**src/rtl/reaction_ctrl.sv**
```systemverilog
// Reaction-time game controller: random wait, go lamp, BCD reaction
// count in 10 ms ticks, false-start detection and 99-tick timeout.
module reaction_ctrl #(
   parameter int unsigned TICK_DIV       = 1_000_000,
   parameter int unsigned MIN_WAIT_TICKS = 100,
   parameter logic [7:0]  RAND_MASK      = 8'h7F
) (
   input  logic       clk,
   input  logic       rst_n,
   input  logic       btn,
   output logic       led_go,
   output logic       false_start,
   output logic [3:0] digit_1,
   output logic [3:0] digit_2
);

   localparam int unsigned DW =
      (TICK_DIV > 1) ? $clog2(TICK_DIV) : 1;
   localparam int unsigned WW =
      $clog2(MIN_WAIT_TICKS + 256) + 1;
   localparam logic [DW-1:0] DIV_LAST = DW'(TICK_DIV - 1);
   localparam logic [WW-1:0] MIN_W    = WW'(MIN_WAIT_TICKS);
   localparam logic [3:0]    BLANK    = 4'd10;

   typedef enum logic [2:0] {
      S_IDLE,
      S_WAIT,
      S_GO,
      S_SHOW,
      S_EARLY
   } state_t;

   state_t        state_q, state_d;
   logic          btn_q, btn_d;
   logic [DW-1:0] div_q, div_d;
   logic [7:0]    lfsr_q, lfsr_d;
   logic [WW-1:0] rem_q, rem_d;
   logic          led_go_q, led_go_d;
   logic          false_start_q, false_start_d;
   logic [3:0]    digit_1_q, digit_1_d;
   logic [3:0]    digit_2_q, digit_2_d;

   logic press;
   logic tick;

   assign press = btn & ~btn_q;
   assign tick  = (div_q == DIV_LAST);

   assign led_go      = led_go_q;
   assign false_start = false_start_q;
   assign digit_1     = digit_1_q;
   assign digit_2     = digit_2_q;

   // State and output registers with synchronous active-low reset
   always_ff @(posedge clk) begin
      if (!rst_n) begin
         state_q       <= S_IDLE;
         btn_q         <= 1'b0;
         div_q         <= '0;
         lfsr_q        <= 8'h01;
         rem_q         <= '0;
         led_go_q      <= 1'b0;
         false_start_q <= 1'b0;
         digit_1_q     <= BLANK;
         digit_2_q     <= BLANK;
      end else begin
         state_q       <= state_d;
         btn_q         <= btn_d;
         div_q         <= div_d;
         lfsr_q        <= lfsr_d;
         rem_q         <= rem_d;
         led_go_q      <= led_go_d;
         false_start_q <= false_start_d;
         digit_1_q     <= digit_1_d;
         digit_2_q     <= digit_2_d;
      end
   end

   // Edge detector delay and free-running LFSR (taps 8,6,5,4)
   always_comb begin
      btn_d  = btn;
      lfsr_d = {lfsr_q[6:0],
                lfsr_q[7] ^ lfsr_q[5] ^ lfsr_q[4] ^ lfsr_q[3]};
   end

   // Next-state, tick divider, wait countdown and display digits
   always_comb begin
      state_d       = state_q;
      div_d         = tick ? '0 : div_q + 1'b1;
      rem_d         = rem_q;
      led_go_d      = led_go_q;
      false_start_d = false_start_q;
      digit_1_d     = digit_1_q;
      digit_2_d     = digit_2_q;

      unique case (state_q)
         S_IDLE, S_SHOW, S_EARLY: begin
            if (press) begin
               state_d       = S_WAIT;
               div_d         = '0;
               rem_d         = MIN_W + WW'(lfsr_q & RAND_MASK);
               led_go_d      = 1'b0;
               false_start_d = 1'b0;
               digit_1_d     = BLANK;
               digit_2_d     = BLANK;
            end
         end
         S_WAIT: begin
            if (press) begin
               state_d       = S_EARLY;
               false_start_d = 1'b1;
               led_go_d      = 1'b0;
               digit_1_d     = 4'd0;
               digit_2_d     = 4'd0;
            end else if (tick) begin
               if (rem_q <= WW'(1)) begin
                  state_d   = S_GO;
                  div_d     = '0;
                  led_go_d  = 1'b1;
                  digit_1_d = 4'd0;
                  digit_2_d = 4'd0;
               end else begin
                  rem_d = rem_q - 1'b1;
               end
            end
         end
         S_GO: begin
            if (press) begin
               state_d  = S_SHOW;
               led_go_d = 1'b0;
            end else if (tick) begin
               if (digit_1_q == 4'd9 && digit_2_q == 4'd9) begin
                  state_d  = S_SHOW;
                  led_go_d = 1'b0;
               end else if (digit_2_q == 4'd9) begin
                  digit_2_d = 4'd0;
                  digit_1_d = digit_1_q + 4'd1;
               end else begin
                  digit_2_d = digit_2_q + 4'd1;
               end
            end
         end
         default: begin
            state_d = S_IDLE;
         end
      endcase
   end

endmodule

```
**config.mk**
```make
export PLATFORM = sky130hd
export DESIGN_NAME = reaction_ctrl
export DESIGN_NICKNAME = d
export VERILOG_FILES = /design/src/rtl/reaction_ctrl.sv
export SDC_FILE = /design/constraint.sdc
export NUM_CORES = 1
export LEC_CHECK = 0
export ABC_AREA = 1
export BUFFER_PORTS_ARGS = -buffer_cell sky130_fd_sc_hd__clkbuf_2
export CAP_MARGIN = 20
export CORE_MARGIN = 2
export CORE_UTILIZATION = 55
export DETAILED_ROUTE_END_ITERATION = 10
export PLACE_DENSITY = 0.75
export SLEW_MARGIN = 5
export SYNTH_ARGS = -nofsm -noshare
export SYNTH_HDL_FRONTEND = slang
export SYNTH_SLANG_ARGS = --single-unit
```
**constraint.sdc**
```tcl
create_clock -name clk -period 1.6 [get_ports clk]
set_input_delay 0.08 -clock clk [delete_from_list [all_inputs] [get_ports clk]]
set_output_delay 0.08 -clock clk [all_outputs]
set_load 0.02 [all_outputs]
```
==> out/metrics.csv, run 1 <==
metric,value,unit
clockBufferDepth,2,
routed_wl,7.779,mm
setup_violations,28,
route.detailed.drc,0,
setup.worst_path.end_class,flop,
crit_slowest_cell,dfxtp_1,
seq_area_frac_synth,0.3600,
async_reset_ff_frac,0,
synth.most_common_cell,nand2_1,
slowest_delay,0.44,ns
worstHoldStart,rst_n,
cts_buffers,5,
cpMostUsedCell,nand2_1,
post-route-period-util,1.078,
rsz0062_at_grt,true,
grt_pass1_vias,2997,
grt_usage,0.2535,
global_route.usage.met1,0.2979,
required,1.80,ns
dpl_cell_area,3496,µm²
outcome,"finished, violations left",
fp.dieW,76.51,µm
path_delay_family,simple AND/OR/NAND/NOR gates,
die_h,76.51,µm
cts_max_level,2,
syn_nets,455,
clock_sinks,52,
synth_ff_type,dfxtp_1,
hp-class,in -> reg,
ys_seq_elements,52,
fill_cells,395,
leakagePower,1.873,nW
grt_pass1_wl,12.44,mm
grt_max_degree,20,
netlist_instances,446,
synth_edf_count,0,
grt_antenna_before_repair,0,
crit_path_cell_trace,inv_2 > nand2_1 > nor2_2 > buf_4 > buf_4 > nand2_1 > nor2_1 > nor3b_1 > nand3_1 > nand2_1 > nor2_1,
wl_per_cell,12.92,µm
failed_checks,setup timing,
cp_num_buf_inv,3,
worst-r2r-setup-slack,-0.12,ns
yosysWarnings,0,
worstSetupPathType,reg -> reg,
port_buffers,12,
gr-total-overflow,0,
synth_common_cells,"nand2_1, nor2_1, inv_1",
hold_viol_final,0,
avgViaCountPerCell,5.279,
fmax,579.9,MHz
insertion_delay,0.31,ns
cp_max_fo,5,
drt_first_pass_iters,5,
drv_cap,0,
power,7.245,mW
hold_ws,0.1822,ns
tritoncts,yes,
irDropWorstVdd,1.528,mV
grt_use_met2,0.4717,
r2r_start,state_q[0]$_SDFFE_PN0P_,
worst_pin_slew,0.4114,ns
grt_busiest_layer,met2,
final_core_util,0.7606,
vias,3178,
io_pins,13,
min_period,1.724,ns
synth_top_area_frac,0.3600,
drtIter0Drc,254,
fin_area,3860,µm²
avgSynthCellArea,6.483,µm²
cts_root_buffer,clkbuf_8,
crit_path_start,state_q[0]$_SDFFE_PN0P_,
ys_types,29,
core_region_area,5075,µm²
clk_pin_slew,0.11,ns
yosysTopAreaCell,dfxtp_1,
crit_arrival,1.92,ns
die-area,5853,µm²
slew_headroom,0.7229,
netlist_area,2892,µm²
slew_violations,0,
final_nets,540,
fin_ws,-0.1244,ns
row_count,26,
dp_hpwl,5.135,mm
skew,0.01607,ns
pre_cts_ws,-0.2384,ns
grt_util_met3,0.03910,
pwr_density_cell,1877,nW/µm²
drive_above_1_share,0.2763,
initial_core_util,0.5698,
ys_top_cells_by_area,"dfxtp_1, nand2_1, nor2_1",
antenna_left,0,
gp_congestion,0.8737,
diodes,0,
syn2layout_area_growth,33.49,%
cp-start-kind,flop,
-- cell families (layout without fill, tap and decap cells) --
| family | after synthesis | after routing | synth area share |
|---|---|---|---|
| and+or+nand+nor | 238 | 238 | 0.3531 |
| buffers and inverters | 72 | 158 | 0.09909 |
| AOI/OAI and AO/OA | 62 | 62 | 0.1134 |
| DFF | 52 | 52 | 0.3600 |
| xor gates and xnor gates | 16 | 16 | 0.04847 |
| adders and majority gates | 6 | 6 | 0.02596 |
-- cells in the final DEF, fill, tap and decap left out, types with 2 or more instances in the layout --
| master | n |
|---|---|
| nand2_2 | 8 |
| nand2_1 | 95 |
| nor2_2 | 9 |
| inv_1 | 58 |
| o21ai_2 | 2 |
| dfxtp_1 | 47 |
| o21ai_1 | 4 |
| xor2_1 | 13 |
| inv_2 | 7 |
| nand4_1 | 5 |
| nand3_1 | 28 |
| nand3_4 | 3 |
| clkbuf_8 | 6 |
| buf_4 | 68 |
| a21oi_1 | 23 |
| nor2_1 | 68 |
| nand3_2 | 7 |
| dfxtp_2 | 5 |
| clkbuf_2 | 12 |
| xnor2_1 | 3 |
| buf_6 | 2 |
| nand2_4 | 3 |
| a21oi_2 | 3 |
| ha_1 | 4 |
| o21ai_0 | 25 |
| nor2_4 | 2 |
| nor3_1 | 4 |
| a31oi_1 | 2 |
-- final timing paths --
kind	endpoint	cells after the start
worst min register to register	lfsr_q[2]$_SDFF_PN0_	2
worst max register to register	led_go$_SDFFE_PN0P_	11
worst max-delay path	led_go$_SDFFE_PN0P_	11
worst min-delay path	digit_1[3]$_SDFFE_PN1P_	3
-- layout make-up --
class	count	area (µm²)	share of cell area
clock inverter	2	38.79	0.01005
tap	70	87.58	0.02269
timing repair buffer	84	623.1	0.1614
clock buffer	6	82.58	0.02139
multi-input combinational	322	1730	0.4483
inverter	66	250.2	0.06483
sequential	52	1047	0.2713
-- stage by stage --
stage	instances	TNS (ns)
6_report	602	-1.506
5_1_grt	602	-5.161
4_1_cts	597	-0.3772
3_5_place_dp	583	-3.766
3_3_place_gp	583	-2.306
2_1_floorplan	446	-0.4999
-- routing by layer --
metal	part of all wire	wire, µm	up-vias
met2	0.52	4032	103
met1	0.41	3215	1481
met5	0	0	-
met3	0.053	410	14
li1	-	-	1580
met4	0.016	121	0
-- power by group --
group	total, mW	switching, mW	internal (mW)
clock	0.968	0.456	0.512
sequential	1.76	0.192	1.57
combinational	4.52	2.65	1.87
-- worst register-to-register path, delay by kind of cell (launching register included) --
kind	cells	cell delay, ns
simple gates	8	0.83
flops	1	0.44
buf+inv	3	0.36
-- flip-flops by register name, summed over array words and instances, names as in the netlist --
register and count:
btn_q 1, digit_1 4, digit_2 4, div_q 20
false_start 1, led_go 1, lfsr_q 8, rem_q 10
state_q 3
-- repair_timing --
item	in CTS	in global routing
pin swaps	19	14
hold endpoints to repair	1	0
hold buffers	1	0
setup endpoints to repair	31	36
setup buffers	5	5
resized for setup	36	18
No activity file was read; power rests on OpenSTA's default activity.
==> run 2: changes to the inputs <==
--- a/config.mk
+++ b/config.mk
@@ -11,6 +11,7 @@
 export CORE_MARGIN = 2
 export CORE_UTILIZATION = 55
 export DETAILED_ROUTE_END_ITERATION = 10
+export MAX_ROUTING_LAYER = met4
 export PLACE_DENSITY = 0.75
 export SLEW_MARGIN = 5
 export SYNTH_ARGS = -nofsm -noshare
==> run 2 against run 1 <==
The flow still finishes with violations (setup timing). Via count rose by 2.9%. Utilization rose by 3.3 points. Critical endpoint is now state_q[2]$_SDFFE_PN0P_. Clock power rose by 29%. Setup slack got worse by 0.13 ns. Sequential cell count did not move. Largest power group unchanged. Global-route usage rose by 0.97 points. Sequential share of layout area fell by 1.2 points. Sequential power barely moved. Wire length rose by 9.2%. Register-to-register slack got worse by 0.13 ns. Die area did not move.
==> out/metrics.csv, run 2 (synthesized netlist as in run 1, its figures left out) <==
metric,value,unit
worst-r2r-setup-slack,-0.25,ns
drv_cap,0,
core_region_area,5075,µm²
die_h,76.51,µm
gr-total-overflow,0,
dpl_cell_area,3496,µm²
post-route-period-util,1.157,
drtIter0Drc,299,
regMostFlops,div_q,
min_period,1.851,ns
hold_ws,0.1736,ns
path_delay_family,simple AND/OR/NAND/NOR gates,
r2r_cells,11,
setup.worst_path.end_class,flop,
slew_violations,0,
grt_max_degree,20,
p_int,4.363,mW
setup_violations,42,
cts_buffers,5,
outcome,"finished, violations left",
hp-class,in -> reg,
routed_wl,8.496,mm
grt_antenna_before_repair,0,
clockBufferDepth,2,
skew,0.004023,ns
regToRegEndpoint,state_q[2]$_SDFFE_PN0P_,
crit_arrival,2.09,ns
regArea,1046,µm²
drive_above_1_share,0.2948,
reg_top3,"div_q x20, rem_q x10, lfsr_q x8",
clk_pin_slew,0.10,ns
pwr_density_cell,1975,nW/µm²
insertion_delay,0.31,ns
multiInputGateArea,1807,µm²
dp_hpwl,5.199,mm
avgViaCountPerCell,5.396,
instances_no_fill,606,
power_frac_seq,0.221,
final_cell_mix,"nand2_1, nor2_1, buf_4",
port_buffers,12,
holdPathEnd,digit_1[3]$_SDFFE_PN1P_,
route.detailed.drc,0,
die-area,5853,µm²
layout_commonest_cell,nand2_1,
p_switching,3.594,mW
dpl.cell_count,583,
initial_core_util,0.5698,
comb_power_share,0.622,
pre_cts_ws,-0.2537,ns
pwr-share-clk,0.157,
cts_root_buffer,clkbuf_8,
slowest_delay,0.37,ns
gp_congestion,0.8970,
slew_headroom,0.7667,
fin_area,4029,µm²
diodes,0,
swShare,0.4517,
hold_depth,3,
io_pins,13,
fp.dieW,76.51,µm
drt_first_pass_iters,5,
fmax,540.1,MHz
syn2layout_area_growth,39.33,%
crit_slowest_cell,dfxtp_1,
fin_ws,-0.2514,ns
fill_cells,351,
tritoncts,yes,
crit_path_cell_trace,inv_2 > ha_2 > o21ai_1 > nor2_4 > nor2_2 > nor2_2 > nand2_4 > inv_1 > nand2_1 > nand2_1 > a21oi_1,
grt_usage,0.2632,
leakagePower,1.926,nW
vias,3270,
wl_per_cell,14.02,µm
r2r_start,rem_q[1]$_SDFFE_PN0P_,
timing.setup.tns,-5.612,ns
grt_pass1_wl,12.43,mm
failed_checks,setup timing,
rsz0062_at_grt,true,
final_core_util,0.7939,
irDropWorstVdd,1.221,mV
worstHoldStart,rst_n,
worstSetupPathType,reg -> reg,
hold_viol_final,0,
worst_pin_slew,0.3476,ns
row_count,26,
antenna_left,0,
cts_max_level,2,
largest_register_ffs,20,
required,1.84,ns
clock_sinks,52,
grt_pass1_vias,2931,
cp-start-kind,flop,
cp_num_cells,11,
cp_max_fo,4,
cp_num_buf_inv,2,
power,7.957,mW
final_nets,544,
-- run 2: cell count changes in the layout (fill, tap and decap cells not counted), sizes merged --
| cell | before | now |
|---|---|---|
| buf | 71 | 74 |
| clkinv | 1 | 0 |
| nand2 | 106 | 107 |
| bufinv | 1 | 3 |
| clkbuf | 18 | 17 |
-- run 2: metal layers --
layer	up-vias	GRT usage	wire, µm
li1	1587	-	-
met1	1517	0.3170	3461
met2	134	0.4487	4231
met3	32	0.04028	519
met4	0	0.09273	282
met5	-	-	0
-- run 2: final cells by class --
cell class,instances,area share
Multi-Input combinational cell,323,0.4484
Clock inverter,3,0.02236
Sequential cell,52,0.2596
Timing Repair Buffer,87,0.1680
Tap cell,70,0.02174
Inverter,66,0.06273
Clock buffer,5,0.01708
-- run 2: how the worst max path moves through the flow --
stage	startpoint	to	slack [ns]
3_3_place_gp	div_q[1]$_SDFF_PN0_	rem_q[5]$_SDFFE_PN0P_	-0.17
5_1_grt	div_q[1]$_SDFF_PN0_	state_q[0]$_SDFFE_PN0P_	-0.31
4_1_cts	div_q[0]$_SDFF_PN0_	rem_q[7]$_SDFFE_PN0P_	-0.11
2_1_floorplan	div_q[1]$_SDFF_PN0_	rem_q[2]$_SDFFE_PN0P_	-0.06
6_report	rem_q[1]$_SDFFE_PN0P_	state_q[2]$_SDFFE_PN0P_	-0.25
3_5_place_dp	div_q[1]$_SDFF_PN0_	rem_q[7]$_SDFFE_PN0P_	-0.25
-- run 2: power groups by stage --
stage               registers, mW  logic [mW]  clock network, mW
floorplan                    1.93        2.28                  0
global placement             1.75        3.72                  0
detailed placement           1.76        3.82                  0
CTS                          1.74        4.09               1.25
global route                 1.79        5.37               1.29
finish                       1.76        4.95               1.25
-- run 2: repair_timing --
action	CTS	global route
gates cloned	1	1
hold endpoints to repair	1	0
endpoints found under the setup margin	31	42
pin swaps	14	15
hold buffers	1	0
setup buffers	6	6
gates resized for setup	31	47
-- run 2: worst min-delay path, stage by stage --
cell and delay, ns:
clkbuf_2 0.09, buf_4 0.20, nand3_1 0.10
==> run 3: changes to the inputs <==
--- a/config.mk
+++ b/config.mk
@@ -9,10 +9,10 @@
 export BUFFER_PORTS_ARGS = -buffer_cell sky130_fd_sc_hd__clkbuf_2
 export CAP_MARGIN = 20
 export CORE_MARGIN = 2
-export CORE_UTILIZATION = 55
+export CORE_UTILIZATION = 50
 export DETAILED_ROUTE_END_ITERATION = 10
 export MAX_ROUTING_LAYER = met4
-export PLACE_DENSITY = 0.75
+export PLACE_DENSITY = 0.7
 export SLEW_MARGIN = 5
 export SYNTH_ARGS = -nofsm -noshare
 export SYNTH_HDL_FRONTEND = slang
==> run 3 against run 2 <==
The flow still finishes with violations (setup timing). First-iteration DRC count down 46%. Sequential power about the same. Non-clock buffer count up 1. Total power down 12%. Final cell count up 0.50%. Setup slack better by 0.071 ns. Combinational power down 8.9%. Clock-buffer cell count unchanged. Die area up 9.5%. Clock skew up 0.0045 ns. Clock power down 37%. Critical path type unchanged. Critical endpoint is now rem_q[2]$_SDFFE_PN0P_. Highest routed layer unchanged.
==> out/metrics.csv, run 3 (synthesized netlist as in run 1, its figures left out) <==
metric,value,unit
rsz0062_at_grt,true,
final_cell_mix,"nand2_1, nor2_1, buf_4",
avgViaCountPerCell,4.997,
core_region_area,5540,µm²
fin_ws,-0.1800,ns
crit_arrival,2.04,ns
grt_usage,0.2373,
initial_core_util,0.5219,
cts_max_level,2,
slew_violations,0,
drtIter0Drc,161,
regMostFlops,div_q,
dpl.cell_count,589,
hold_viol_final,0,
failed_checks,setup timing,
die_h,80.05,µm
hp-class,in -> reg,
skew,0.008533,ns
multiInputGateArea,1754,µm²
required,1.86,ns
die-area,6407,µm²
clock_sinks,52,
grt_antenna_before_repair,0,
final_nets,545,
slew_headroom,0.7631,
cp-start-kind,flop,
outcome,"finished, violations left",
reg_top3,"div_q x20, rem_q x10, lfsr_q x8",
row_count,27,
clockBufferDepth,2,
fill_cells,483,
fp.dieW,80.05,µm
clk_pin_slew,0.10,ns
instances_no_fill,609,
cts_root_buffer,clkbuf_8,
post-route-period-util,1.113,
insertion_delay,0.32,ns
grt_max_degree,20,
grt_pass1_wl,11.89,mm
syn2layout_area_growth,34.40,%
port_buffers,12,
wl_per_cell,11.71,µm
route.detailed.drc,0,
cp_max_fo,6,
drv_cap,0,
setup.worst_path.end_class,flop,
cts_buffers,5,
largest_register_ffs,20,
grt_pass1_vias,2784,
leakagePower,1.873,nW
io_pins,13,
irDropWorstVdd,1.508,mV
min_period,1.780,ns
dpl_cell_area,3516,µm²
layout_commonest_cell,nand2_1,
antenna_left,0,
setup_violations,18,
fin_area,3886,µm²
dp_hpwl,5.113,mm
worst_pin_slew,0.3520,ns
gr-total-overflow,0,
vias,3043,
fmax,561.8,MHz
drive_above_1_share,0.2924,
tritoncts,yes,
drt_first_pass_iters,5,
diodes,0,
regArea,1049,µm²
worstSetupPathType,reg -> reg,
pwr_density_cell,1811,nW/µm²
routed_wl,7.134,mm
gp_congestion,0.9042,
-- run 3: cell count changes in the layout (fill, tap and decap cells not counted), moves of 3 or more --
| cell | before | now |
|---|---|---|
| bufinv_16 | 3 | 0 |
| nand2_2 | 5 | 9 |
| nand2_4 | 6 | 3 |
| buf_4 | 65 | 69 |
-- run 3: stage by stage --
stage                     utilization  setup TNS, ns  total power [mW]  setup slack [ns]  hold WS (ns)
after floorplan                     -        -0.4999             4.212          -0.05697        0.1735
after global placement         0.6346         -1.172             5.466           -0.1106        0.2753
after detailed placement       0.6346         -1.861             5.531           -0.1406        0.2861
after CTS                      0.6719        -0.7879             6.630          -0.06506        0.1775
after global routing           0.7014         -4.258             7.657           -0.2571        0.2025
final                          0.7014         -1.737             7.040           -0.1800        0.1788
-- run 3: routing by layer --
| metal | track usage | vias to the layer above | routed length, µm |
|---|---|---|---|
| met2 | 0.3850 | 76 | 3461 |
| met1 | 0.2993 | 1352 | 3171 |
| met3 | 0.04412 | 21 | 325 |
| met4 | 0.07627 | 0 | 176 |
| met5 | - | - | 0 |
| li1 | - | 1594 | - |
-- run 3: final timing paths --
kind,start,endpoint,slack [ns],cells past startpoint
max reg2reg,div_q[0]$_SDFF_PN0_,rem_q[2]$_SDFFE_PN0P_,-0.18,8
min,rst_n,digit_1[3]$_SDFFE_PN1P_,0.18,3
max,div_q[0]$_SDFF_PN0_,rem_q[2]$_SDFFE_PN0P_,-0.18,8
min reg2reg,lfsr_q[0]$_SDFF_PN1_,lfsr_q[1]$_SDFF_PN0_,0.43,2
-- run 3: final cells by class --
type / instances / area share
Clock buffer: 5 / 0.01771
Clock inverter: 3 / 0.005473
Inverter: 66 / 0.06375
Multi-Input combinational cell: 323 / 0.4514
Sequential cell: 52 / 0.2698
Tap cell: 72 / 0.02318
Timing Repair Buffer: 88 / 0.1687
-- run 3: power breakdown --
part           leakage [nW]  switching, mW  internal, mW  total [mW]
Clock                0.0445          0.475         0.312       0.787
Combinational          1.40           2.62          1.89        4.51
Sequential            0.426          0.173          1.57        1.74
Total                  1.87           3.26          3.77        7.04
-- run 3: repair_timing --
action	4_1_cts	5_1_grt
buffers inserted	3	7
hold buffers	1	0
pin swaps	27	14
endpoints found under the setup margin	26	32
endpoints found under the hold margin	1	0
gates cloned	0	1
gates resized for setup	28	34
-- run 3: critical path, stage by stage, from the launching register on --
cell     delay (ns)
dfxtp_2        0.37
ha_4           0.15
nand3_4        0.10
nor3b_4        0.27
nand2_2        0.14
o21ai_4        0.27
buf_6          0.17
nand3_1        0.11
a21oi_1        0.14
